==> src/rtl/io_mmio_controller_pkg.sv <==
// rtl/io_mmio_controller_pkg.sv - shared constants and types for the IO MMIO controller
package io_mmio_controller_pkg;

  localparam logic [3:0] IO_REGION    = 4'b1000;

  localparam logic [7:0] IO_STATUS    = 8'h00;
  localparam logic [7:0] IO_RX_DATA   = 8'h04;
  localparam logic [7:0] IO_TX_DATA   = 8'h08;
  localparam logic [7:0] IO_CYCLE_CNT = 8'h10;
  localparam logic [7:0] IO_INST_CNT  = 8'h14;
  localparam logic [7:0] IO_CNT_RST   = 8'h18;

  typedef enum logic {
    TX_EMPTY = 1'b0,
    TX_FULL  = 1'b1
  } tx_state_e;

endpackage

==> src/rtl/io_counter.sv <==
// rtl/io_counter.sv - wrapping counter with enable and synchronous clear (clear wins)
module io_counter #(
  parameter int WIDTH = 32
) (
  input  logic             clk,
  input  logic             rst_n,
  input  logic             en,
  input  logic             clr,
  output logic [WIDTH-1:0] count
);

  logic [WIDTH-1:0] r_count;

  always_ff @(posedge clk or negedge rst_n) begin
    if (!rst_n) begin
      r_count <= '0;
    end else if (clr) begin
      r_count <= '0;
    end else if (en) begin
      r_count <= r_count + WIDTH'(1);
    end
  end

  assign count = r_count;

endmodule

==> src/rtl/io_mmio_controller.sv <==
// rtl/io_mmio_controller.sv - MMIO register block: UART tx/rx byte buffers and cycle/instret counters
module io_mmio_controller
  import io_mmio_controller_pkg::*;
#(
  parameter int CNT_WIDTH     = 32,
  parameter int ADDR_LSB_BITS = 8
) (
  input  logic        clk,
  input  logic        rst_n,
  input  logic        stall,
  input  logic [31:0] addr,
  input  logic [31:0] wdata,
  input  logic [3:0]  io_trans,
  input  logic        io_recv,
  input  logic        inst_retired,
  output logic [31:0] rdata,
  output logic [7:0]  uart_tx_data,
  output logic        uart_tx_valid,
  input  logic        uart_tx_ready,
  input  logic [7:0]  uart_rx_data,
  input  logic        uart_rx_valid,
  output logic        uart_rx_ready
);

  tx_state_e r_tx_state;
  tx_state_e w_tx_next;
  logic [7:0]  r_tx_buf;
  logic [7:0]  r_rx_buf;
  logic        r_rx_full;
  logic [31:0] r_rdata;
  logic [31:0] w_rdata_nxt;

  logic                     w_in_region;
  logic [ADDR_LSB_BITS-1:0] w_off;
  logic                     w_load;
  logic                     w_store;
  logic                     w_tx_wr;
  logic                     w_rx_rd;
  logic                     w_rx_accept;
  logic                     w_cnt_clr;
  logic [CNT_WIDTH-1:0]     w_cycle_cnt;
  logic [CNT_WIDTH-1:0]     w_inst_cnt;
  logic                     w_unused;

  assign w_in_region = (addr[31:28] == IO_REGION);
  assign w_off       = addr[ADDR_LSB_BITS-1:0];
  assign w_load      = io_recv & ~stall & w_in_region;
  assign w_store     = (io_trans != 4'b0000) & ~stall & w_in_region;

  assign w_tx_wr     = w_store & io_trans[0] & (w_off == ADDR_LSB_BITS'(IO_TX_DATA));
  assign w_rx_rd     = w_load & (w_off == ADDR_LSB_BITS'(IO_RX_DATA));
  assign w_cnt_clr   = w_store & (w_off == ADDR_LSB_BITS'(IO_CNT_RST));
  assign w_rx_accept = uart_rx_valid & ~r_rx_full;

  assign w_unused    = &{1'b0, wdata[31:8], addr[27:ADDR_LSB_BITS]};

  io_counter #(.WIDTH(CNT_WIDTH)) u_cycle_cnt (
    .clk   (clk),
    .rst_n (rst_n),
    .en    (1'b1),
    .clr   (w_cnt_clr),
    .count (w_cycle_cnt)
  );

  io_counter #(.WIDTH(CNT_WIDTH)) u_inst_cnt (
    .clk   (clk),
    .rst_n (rst_n),
    .en    (inst_retired),
    .clr   (w_cnt_clr),
    .count (w_inst_cnt)
  );

  always_ff @(posedge clk or negedge rst_n) begin
    if (!rst_n) begin
      r_tx_state <= TX_EMPTY;
    end else begin
      r_tx_state <= w_tx_next;
    end
  end

  // A store arriving while full is dropped even if the handshake completes that cycle.
  always_comb begin
    w_tx_next = r_tx_state;
    case (r_tx_state)
      TX_EMPTY: if (w_tx_wr)       w_tx_next = TX_FULL;
      TX_FULL:  if (uart_tx_ready) w_tx_next = TX_EMPTY;
      default:                     w_tx_next = TX_EMPTY;
    endcase
  end

  always_ff @(posedge clk or negedge rst_n) begin
    if (!rst_n) begin
      r_tx_buf <= 8'h00;
    end else if (r_tx_state == TX_EMPTY && w_tx_wr) begin
      r_tx_buf <= wdata[7:0];
    end
  end

  // rx_ready depends only on rx_full, so a consume and a refill never share a cycle.
  always_ff @(posedge clk or negedge rst_n) begin
    if (!rst_n) begin
      r_rx_full <= 1'b0;
      r_rx_buf  <= 8'h00;
    end else if (w_rx_accept) begin
      r_rx_full <= 1'b1;
      r_rx_buf  <= uart_rx_data;
    end else if (w_rx_rd) begin
      r_rx_full <= 1'b0;
    end
  end

  always_comb begin
    w_rdata_nxt = 32'h0;
    case (w_off)
      ADDR_LSB_BITS'(IO_STATUS):    w_rdata_nxt = {30'h0, r_rx_full, (r_tx_state == TX_EMPTY)};
      ADDR_LSB_BITS'(IO_RX_DATA):   w_rdata_nxt = {24'h0, r_rx_buf};
      ADDR_LSB_BITS'(IO_CYCLE_CNT): w_rdata_nxt = 32'(w_cycle_cnt);
      ADDR_LSB_BITS'(IO_INST_CNT):  w_rdata_nxt = 32'(w_inst_cnt);
      default:                      w_rdata_nxt = 32'h0;
    endcase
  end

  always_ff @(posedge clk or negedge rst_n) begin
    if (!rst_n) begin
      r_rdata <= 32'h0;
    end else if (w_load) begin
      r_rdata <= w_rdata_nxt;
    end
  end

  assign rdata         = r_rdata;
  assign uart_tx_data  = r_tx_buf;
  assign uart_tx_valid = (r_tx_state == TX_FULL);
  assign uart_rx_ready = ~r_rx_full;

endmodule
==> config.mk <==
export PLATFORM = sky130hd
export DESIGN_NAME = io_mmio_controller
export DESIGN_NICKNAME = d
export VERILOG_FILES = /design/src/rtl/io_mmio_controller_pkg.sv /design/src/rtl/io_counter.sv /design/src/rtl/io_mmio_controller.sv
export SDC_FILE = /design/constraint.sdc
export NUM_CORES = 1
export LEC_CHECK = 0
export CAP_MARGIN = 20
export CORE_MARGIN = 2
export CORE_UTILIZATION = 35
export CTS_BUF_LIST = sky130_fd_sc_hd__clkbuf_16
export DETAILED_ROUTE_END_ITERATION = 16
export SYNTH_ARGS = -nofsm -noshare
export SYNTH_HDL_FRONTEND = slang
export SYNTH_SLANG_ARGS = --single-unit
==> constraint.sdc <==
create_clock -name clk -period 2.3 [get_ports clk]
set_input_delay 0.345 -clock clk [delete_from_list [all_inputs] [get_ports clk]]
set_output_delay 0.345 -clock clk [all_outputs]
set_load 0.02 [all_outputs]
# Yosys cells after proc, flatten, opt, wreduce, memory -nomap -nowiden
# Cells that the tools add are included.
# totals
input_bits	83
ff_bits	114
# op_classes
mux	9
n_eq_ne	6
addsub	2
n_bitwise	12
n_reduce_logical	5
# op_table
operator	count
$pmux 32 s4	1
$mux 32	3
$add 32x1->32 const B	2
$eq 8x5->1 const B	3
$and 1x1->1	9
$eq 8x3->1 const B	1
$eq 8x4->1 const B	1
$logic_not 8->1	1
$eq 4x4->1 const B	1
$mux 1	4
$reduce_bool 2->1	2
$reduce_bool 4->1	1
$not 1->1	3
$pmux 1 s2	1
$logic_and 1x1->1	1

# Longest topological paths before layout
# depth
word_depth	7
mapped_depth	6
depth_no_buf	5

# Modules after synthesis
# A second synthesis with hierarchy kept.
# unflattened
cells_unflattened	555
hier_area_um2	5695.5
# by_module_without_submodules
mod	instances	area_per_inst_um2	seq_area_each_um2	cells_each
io_counter	2	1680.4	800.8	176
io_mmio_controller	1	2334.7	1251.2	203

# Worst setup path before layout
# OpenSTA, ideal clock, no wires.
# synth_timing
path_type	register -> register
from	reg u_inst_cnt.r_count[0] (netlist: u_inst_cnt.count[0])
to	reg u_inst_cnt.r_count[24] (netlist: u_inst_cnt.count[24])
arrival_time_ps	1873
path_slack_ps	349
period_less_slack_ps	1951
setup_time_ps	78
path_stages_with_launch	7
cell_sequence	dfrtp_1 > ha_1 > nand3_1 > or4_1 > buf_2 > or4_1 > a21oi_1
# synth_between
elab_chain_len	3
# synth_lines
item	line_no	source
from (decl)	io_counter.sv:12	logic [WIDTH-1:0] r_count;
from (signal assigned)	io_counter.sv:20	r_count <= r_count + WIDTH'(1);
$add 32x1->32	io_counter.sv:20	
$mux 32	io_counter.sv:19	end else if (en) begin
$mux 32	io_counter.sv:17	end else if (clr) begin
# No other way between the ends. The select of a mux whose other input is x is not followed.
# A chain may end at the register's enable or synchronous reset.

# Worst setup path in the final report
# layout_timing
from	reg u_inst_cnt.r_count[4] (netlist: u_inst_cnt.count[4])
to	reg u_inst_cnt.r_count[28] (netlist: u_inst_cnt.count[28])
# The elaborated chain is that of the path after synthesis.

==> summary.md <==
| Metric | Value |
|---|---|
| Run status | complete, no violations |
| Unrepaired setup endpoints after global routing | false |
| Seq pwr share | 40.6% |
| Finished Core Util | 47.3% |
| Iter 0 DRT Violations | 352 |
| R2R Path End | u_inst_cnt.count[28] |
| Slew Limit Headroom | 59.7% |
| Most frequent cell after synthesis | dfrtp_1 |
| CP cell instances | nand4_1 -> or4_1 -> or4_1 -> a21oi_1 |
| CP max FO | 6 |
| Placed cell area | 6830 sq um |
| CP Class | flop to flop |
| CP arrival | 2.48 ns |
| Die X-Extent | 131 um |
| Synth warn | 0 |
| Ports | 125 |
| RR Startpoint | u_inst_cnt.count[4] |
| Layout net count | 742 |
| Max Root-Sink Buffers | 2 |
| Top post-synthesis cells by area | dfrtp_1 51%, mux2i_1 5.5%, o21ai_0 4.2% |
| Worst Hold End | rdata[29] |
| # H-tree levels | 4 |
| Fin area | 7460 sq um |
| Row cnt | 46 |
| Final Max Slew Viols | 0 |
| Asr flop ratio synth | 100% |
| Slew @ Worst Pin | 0.604 ns |
| Net switching power | 1.35 mW |
| Synth top cells by count | 114 x dfrtp_1, 52 x nand2_1, 47 x o21ai_0, 42 x a21oi_1, 39 x nor2_1 |
| Max_cap viols | 0 |
| Total leakage power | 3.09 nW |
| Slowest cell on the critical path | or4_1 |
| Seq cells post-synth | 114 |
| CTS Buf Count | 17 |
| Core Region | 15800 sq um |
| Clock share of power | 49.3% |
| Post-Syn Area | 5610 sq um |
| Per-cell routed wire length | 15.8 um |
| Total global-route track usage | 17.8% |
| Final Cycle Share | 93.2% |
| Syn Nets | 641 |
| Worst min path class | flop to flop |
| # DRC | 0 |
| Max Clock Freq | 0.467 GHz |
| I/O Buffers | 80 |
| Hold path cells | 2 |
| Die height | 131 um |
| Syn Inst Count | 556 |
| Clock skew | 0.00767 ns |
| Die area | 17100 sq um |
| Ys flop type | dfrtp_1 |
| Vias per inst | 5.24 |
| Post-route antenna net violation count | 0 |
| Max VDD drop | 562 uV |
| HP Start | rdata[29] |
| DP HPWL | 10.0 mm |
| Startpoint types | flop |
| CP required | 2.64 ns |
| Drt first pass iters | 4 |
| Critical Path Sink Type | flop |
| Fill cells | 1496 |
| Post-synth top area share | 50.9% |
| Initial antenna violation count | 0 |
| Pwr dens | 758 nW/um^2 |
| CTS tree | yes |
| RD Place Congestion | 0.845 |
| Inserted Diodes | 0 |
| Min Tclk post-route | 2.14 ns |
| R2R cell count | 4 |
| Clock Tree Root | clkbuf_16 |
| R2R setup slack | 0.16 ns |
| Register area share after synthesis | 50.9% |
| Cell mode on critical path | or4_1 |
| Area growth, synth to finish | 33.0% |
| Remaining global-route overflow | 0 |
| Cell taking the most area after synthesis | dfrtp_1 |
| DR vias | 4647 |
| Largest net degree at the start of global routing | 48 |
| Sink Count | 114 |
| Comb power frac | 10.0% |
| Worst skew pair latency | 0.42 ns |
| Yosys cell types | 39 |
| Setup-failing EPs final | 0 |
| Vias in the first global route | 4717 |
| Synthesized area per cell | 10.1 sq um |
| Layout cell share with drive strength beyond 1 | 13.0% |
| WL final | 14.0 mm |
| CTS resizes | 0 |
| Net Sw Frac | 23.9% |
| Worst path max stage delay | 0.66 ns |
| Post-synth EDFFs | 0 |
| Internal cell power | 4.30 mW |
| Clock transition at path regs | 0.05 ns |
| Initial Util | 35.6% |
| First-pass GRT wire length | 23.5 mm |
| Min Hold Slack | 0.475 ns |
| Fin. Hold Viols | 0 |
## layer usage
layer | wire (um) | vias to the layer above | track usage [%]
met3 | 392 | 27 | 3.30
met2 | 6720 | 79 | 28.6
li1 | - | 2254 | -
met5 | 0 | - | 0
met1 | 6620 | 2287 | 23.6
met4 | 287 | 0 | 7.88
## layout make-up
| type | instances | area (sq um) | share of cell area [%] |
|---|---|---|---|
| Clock buffer | 17 | 425 | 5.70 |
| Clock inverter | 15 | 196 | 2.63 |
| Inverter | 10 | 37.5 | 0.503 |
| Multi-Input combinational cell | 403 | 2610 | 35.0 |
| Sequential cell | 114 | 2850 | 38.2 |
| Tap cell | 216 | 270 | 3.62 |
| Timing Repair Buffer | 111 | 1070 | 14.3 |
## state kept, by name, summed over array words and instances, names as in the netlist
name and count:
r_rx_full 1, uart_tx_valid 1, uart_tx_data 8, r_rx_buf 8, rdata 32, u_cycle_cnt.count 32, u_inst_cnt.count 32
## what timing repair did
| item | in CTS | in global routing |
|---|---|---|
| setup buffers | 0 | 0 |
| endpoints found under the hold margin | 44 | 0 |
| hold buffers | 1 | 0 |
## power by group through the flow
stage,Sequential (mW),Combinational [mW],Clock (mW)
final,2.30,0.568,2.79
after global routing,2.31,0.647,2.91
after CTS,2.29,0.576,2.84
after detailed placement,2.33,0.569,0
after floorplan,2.29,0.316,0
after global placement,2.31,0.555,0
## metrics by stage
stage	setup TNS [ns]	std cells	power (mW)	setup slack [ns]
6_report	0	886	5.65	0.157
5_1_grt	0	886	5.87	0.0535
4_1_cts	0	886	5.71	0.143
3_5_place_dp	-2.97	853	2.90	-0.154
3_3_place_gp	-1.71	853	2.87	-0.132
2_1_floorplan	0	556	2.60	0.349
## cells in the final DEF (no fill, tap or decap), types with 3 or more instances in the layout
cell	instances
dfrtp_1	114
clkdlybuf4s50_1	78
nand2_1	52
o21ai_0	47
a21oi_1	42
nor2_1	39
mux2i_1	31
buf_4	28
nand4_1	23
nand3_1	20
or4_1	20
o31ai_1	19
or3_1	17
clkbuf_16	17
mux2_2	16
xnor2_1	13
xor2_1	12
and4_1	11
inv_1	10
and3_1	9
bufinv_16	5
nor4_1	4
clkinv_1	4
clkinv_2	4
nor3_1	3
nor2b_1	3
buf_12	3
## cell families after synthesis
family / count (synthesis) / share of synthesized area (%)
AOI/OAI and AO/OA: 112 / 11.1
xor gates and xnor gates: 25 / 3.90
DFF: 114 / 50.9
muxes: 49 / 9.55
buffers and inverters: 39 / 2.72
and+or+nand+nor: 215 / 21.5
adders and majority gates: 2 / 0.446
## worst max path at each step
stage,from,to,slack [ns],cells past startpoint
global placement,inst_retired,u_inst_cnt.count[30],-0.13,5
detailed placement,inst_retired,u_inst_cnt.count[28],-0.15,5
finish,u_inst_cnt.count[4],u_inst_cnt.count[28],0.16,4
global route,u_inst_cnt.count[4],u_inst_cnt.count[28],0.05,4
CTS,u_inst_cnt.count[4],u_inst_cnt.count[28],0.14,4
floorplan,u_inst_cnt.count[0],u_inst_cnt.count[24],0.35,6
## worst max-delay path, delay by kind of cell (launching register included)
kind | cells | cell delay [ns]
AOI/OAI and AO/OA | 1 | 0.17
DFF | 1 | 0.49
and+or+nand+nor | 3 | 1.41
(Power assumes the default switching activity.)
==> edit 1 (same flow settings) <==
`CNT_WIDTH`: 32 -> 16.
--- a/src/rtl/io_mmio_controller.sv
+++ b/src/rtl/io_mmio_controller.sv
@@ -2,7 +2,7 @@
 module io_mmio_controller
   import io_mmio_controller_pkg::*;
 #(
-  parameter int CNT_WIDTH     = 32,
+  parameter int CNT_WIDTH     = 16,
   parameter int ADDR_LSB_BITS = 8
 ) (
   input  logic        clk,
Function: same outputs for any inputs over 4 cycles, from zero or initial values and one cycle with rst_n low; that may be too few to reach the edited logic, so the function may still have changed.
==> edit 1 against the unedited design <==
- final cell count decreased by 42%
- design area decreased by 41%
- highest routed layer unchanged
- wire length decreased by 49%
- sequential share of layout area decreased by 0.50 points
- sequential cell count decreased by 48
- total power decreased by 46%
- setup slack improved by 0.17 ns
- synthesized area decreased by 41%
==> edit 1: results (changes against the unedited design) <==
Fill cells=849 (was 1496); sequential fraction of the synthesis area=0.497 (was 0.509); Slowest-stage cell, CP=or3_1 (was or4_1); met3 WL=540 um (was 392 um); outcome=finished, final reports clean (unchanged); Synth area leaders=dfrtp_1 (50%), mux2_2 (5.4%), xnor2_1 (5.3%) (was dfrtp_1 (51%), mux2i_1 (5.5%), o21ai_0 (4.2%)); CP arrival=2.17 ns (was 2.48 ns); worst-path fanout max=9 (was 6); multi-input logic cell count=214 (was 403); routed vias/inst=4.77 (was 5.24); worst r2r dst=u_inst_cnt.count[15] (was u_inst_cnt.count[28]); first-pass GRT wire length=11700 um (was 23500 um); Initial DRC Count=123 (was 352); dpl cell area=0.00413 mm2 (was 0.00683 mm2); DRT met1 WL=3340 um (was 6620 um); Seq cells=66 (was 114); synth unique cells=44 (was 39); CP peak stage delay=0.47 ns (was 0.66 ns); Nets=463 (was 742); HP Class=input port to asynchronous set/reset pin (was register to register); crit path from=addr[5] (was u_inst_cnt.count[4]); htree depth=3 (was 4); DR WL met2=3210 um (was 6720 um); largest net degree at the start of global routing=67 (was 48); top post-synthesis cells by count=dfrtp_1 (66), nor2_1 (35), xnor2_1 (20) (was dfrtp_1 (114), nand2_1 (52), o21ai_0 (47)); Place WS=-0.000711 ns (was -0.154 ns); worst reg2reg path startpoint=u_inst_cnt.count[3] (was u_inst_cnt.count[4]); fraction of area in multi-input gates=0.343 (was 0.350); flop2flop setup slack=0.61 ns (was 0.16 ns); GP Congestion=0.822 (was 0.845); Syn Inst Count=299 (was 556); Port Buffers=64 (was 80)
==> edit 1: how the worst max path moves through the flow <==
stage                                 end  slack (ns)  depth (start not counted)
after floorplan           uart_tx_data[0]        0.61                          5
after global placement    uart_tx_data[5]        0.02                          6
after detailed placement  uart_tx_data[6]     -0.0007                          6
after CTS                 uart_tx_data[6]        0.34                          6
after global routing      uart_tx_data[5]        0.27                          6
final                     uart_tx_data[6]        0.33                          6
==> edit 1: cells by family (layout without fill, tap and decap cells) <==
family / count (synthesis) / after routing / share of synthesized area
compound gates: 37 / 37 / 0.0851
flops: 66 / 66 / 0.497
mux: 26 / 26 / 0.0881
simple gates: 106 / 106 / 0.181
xor+xnor: 27 / 27 / 0.0712
fa+ha+maj: 2 / 2 / 0.00753
other cells: 1 / 16 / 0.00113
buf+inv: 34 / 101 / 0.0685
==> edit 1: where the power goes <==
part	switching [mW]	total, mW	internal (mW)
sequential	0.186	1.47	1.29
clock	0.465	1.17	0.703
combinational	0.205	0.415	0.210
==> edit 2 (same flow settings) <==
Without the edit above. Reset style: synchronous (`rst_n`), changed in 5 clocked blocks.
--- a/src/rtl/io_counter.sv
+++ b/src/rtl/io_counter.sv
@@ -11,7 +11,7 @@
 
   logic [WIDTH-1:0] r_count;
 
-  always_ff @(posedge clk or negedge rst_n) begin
+  always_ff @(posedge clk) begin
     if (!rst_n) begin
       r_count <= '0;
     end else if (clr) begin
--- a/src/rtl/io_mmio_controller.sv
+++ b/src/rtl/io_mmio_controller.sv
@@ -70,7 +70,7 @@
     .count (w_inst_cnt)
   );
 
-  always_ff @(posedge clk or negedge rst_n) begin
+  always_ff @(posedge clk) begin
     if (!rst_n) begin
       r_tx_state <= TX_EMPTY;
     end else begin
@@ -88,7 +88,7 @@
     endcase
   end
 
-  always_ff @(posedge clk or negedge rst_n) begin
+  always_ff @(posedge clk) begin
     if (!rst_n) begin
       r_tx_buf <= 8'h00;
     end else if (r_tx_state == TX_EMPTY && w_tx_wr) begin
@@ -97,7 +97,7 @@
   end
 
   // rx_ready depends only on rx_full, so a consume and a refill never share a cycle.
-  always_ff @(posedge clk or negedge rst_n) begin
+  always_ff @(posedge clk) begin
     if (!rst_n) begin
       r_rx_full <= 1'b0;
       r_rx_buf  <= 8'h00;
@@ -120,7 +120,7 @@
     endcase
   end
 
-  always_ff @(posedge clk or negedge rst_n) begin
+  always_ff @(posedge clk) begin
     if (!rst_n) begin
       r_rdata <= 32'h0;
     end else if (w_load) begin
Check against the original RTL: differs if rst_n is asserted again (counterexample within 4 cycles, from zero or initial values and one cycle with rst_n low); with rst_n held inactive, the same outputs for 10 cycles.
==> edit 2 against the unedited design <==
- clock skew about the same
- global-route usage decreased by 0.21 points
- design area decreased by 6.5%
- sequential cell count unchanged
- largest cell class is now multi-input gates
- wire length decreased by 3.0%
- setup slack improved by 0.015 ns
- synthesized area decreased by 6.7%
- maximum frequency increased by 0.69%
Power is not compared: it rests on default switching activity, and its combinational part moved more than twofold at a synthesized area within 25%.
==> edit 2: results (changes against the unedited design) <==
drt pass-1 iters=4 (unchanged); R2R depth=5 (was 4); Fill cells=1361 (was 1496); worst reg2reg path startpoint=u_cycle_cnt.count[14] (was u_inst_cnt.count[4]); Synth area leaders=dfxtp_1 (44%), mux2i_1 (6.5%), o2bb2ai_1 (4.0%) (was dfrtp_1 (51%), mux2i_1 (5.5%), o21ai_0 (4.2%)); net count after synthesis=644 (was 641); Nets=739 (was 742); Leakage=2.35 nW; top post-synthesis cells by count=dfxtp_1 (114), nor2_1 (36), mux2i_1 (34) (was dfrtp_1 (114), nand2_1 (52), o21ai_0 (47)); worst skew pair latency=0.42 ns (about the same); routed vias/inst=5.44 (was 5.24); Tot GR Track Use=0.176 (was 0.178); relative slew slack=0.654 (was 0.597); sequential fraction of the synthesis area=0.436 (was 0.509); ANT cells=0 (unchanged); ys async rst share=0 (was 1.00); fraction of layout cells with a size suffix above 1=0.117 (was 0.130); flop2flop setup slack=approximately 0.17 ns; Post CTS Setup Buffer Count=0 (unchanged); CTS resizes=0 (unchanged); first-pass GRT wire length=22700 um (was 23500 um); GP Congestion=0.748 (was 0.845); VDD IR max=490 uV; initial antenna violation count=0 (unchanged); post-synthesis compound-gate area fraction=0.161 (was 0.111); CTS Buf Count=17 (unchanged); Port Buffers=80 (unchanged); end of the critical path=u_cycle_cnt.count[31] (was u_inst_cnt.count[28]); Initial DRC Count=298 (was 352); Clock transition at path regs=0.06 ns; dpl cell area=0.00638 mm2 (was 0.00683 mm2); Clock Path Buffers=2 (unchanged); Synth Area in Adders=0.00478 (was 0.00446); hpwl dp=9490 um (was 10000 um); HP Class=input port to register (was register to register); outcome=finished, final reports clean (unchanged); clk root buf=clkbuf_16 (unchanged); CP arrival=2.47 ns; worst-path fanout max=23 (was 6); proportion of synthesized area in mux cells=0.0866 (was 0.0955); XOR/XNOR share of the synthesized area=0.0469 (was 0.0390); skew final=0.00717 ns (was 0.00767 ns); synth unique cells=50 (was 39); htree depth=4 (unchanged); YS warnings=0 (unchanged); startpoint types=register (unchanged); CP peak stage delay=0.71 ns (was 0.66 ns); largest net degree at the start of global routing=49 (was 48); vias in the first global route=4524 (was 4717); wire length per cell=16.0 um (was 15.8 um); synthesis-to-layout area growth=33.3% (was 33.0%); Slowest-stage cell, CP=or4_4 (was or4_1)
-- edit 2: cell type report --
| cell class | count | share of cell area |
|---|---|---|
| multi-input combinational | 398 | 0.397 |
| sequential | 114 | 0.327 |
| timing repair buffer | 113 | 0.151 |
| clock buffer | 17 | 0.0610 |
| tap | 184 | 0.0330 |
| clock inverter | 15 | 0.0246 |
| inverter | 10 | 0.00538 |
-- edit 2: kinds of logic after synthesis --
logic type | after synthesis
compound gates | 124
xor+xnor | 28
mux | 42
buf+inv | 47
flops | 114
simple gates | 202
fa+ha+maj | 2
-- edit 2: per-layer routing --
metal / part of all wire / track usage / vias up / wire length, um
met4: 0.018 / 0.0743 / 0 / 240
li1: - / - / 2290 / -
met1: 0.47 / 0.236 / 2231 / 6440
met2: 0.47 / 0.272 / 90 / 6430
met3: 0.035 / 0.0382 / 20 / 480
met5: 0 / 0 / - / 0
-- edit 2: through the flow --
step / setup slack [ns] / hold WS, ns / instances
after floorplan: 0.371 / 0.446 / 559
after global placement: -0.0567 / 0.448 / 819
after detailed placement: -0.0754 / 0.447 / 819
after CTS: 0.179 / 0.411 / 851
after global routing: 0.0357 / 0.432 / 851
final: 0.171 / 0.428 / 851
-- edit 2: critical path, delay by kind of cell, from the launching register on --
kind | cells | cell delay, ns
simple gates | 3 | 1.30
buf+inv | 1 | 0.18
mux | 1 | 0.18
flops | 1 | 0.39
-- edit 2: power breakdown --
part           leakage (nW)  total [mW]  switching [mW]  internal [mW]
Combinational          1.13       0.230           0.104          0.126
Clock                 0.295        2.68           0.900           1.78
Sequential            0.920        2.01          0.0193           2.00
Total                  2.35        4.92            1.02           3.90
-- edit 2: how the worst min path moves through the flow --
stage / from / slack [ns] / cells past startpoint / end
floorplan: u_cycle_cnt.count[0] / 0.45 / 1 / u_cycle_cnt.count[0]
global placement: rdata[30] / 0.45 / 1 / rdata[30]
detailed placement: rdata[27] / 0.45 / 1 / rdata[27]
CTS: addr[2] / 0.41 / 3 / r_rx_full
global route: addr[2] / 0.43 / 3 / r_rx_full
finish: addr[2] / 0.43 / 3 / r_rx_full
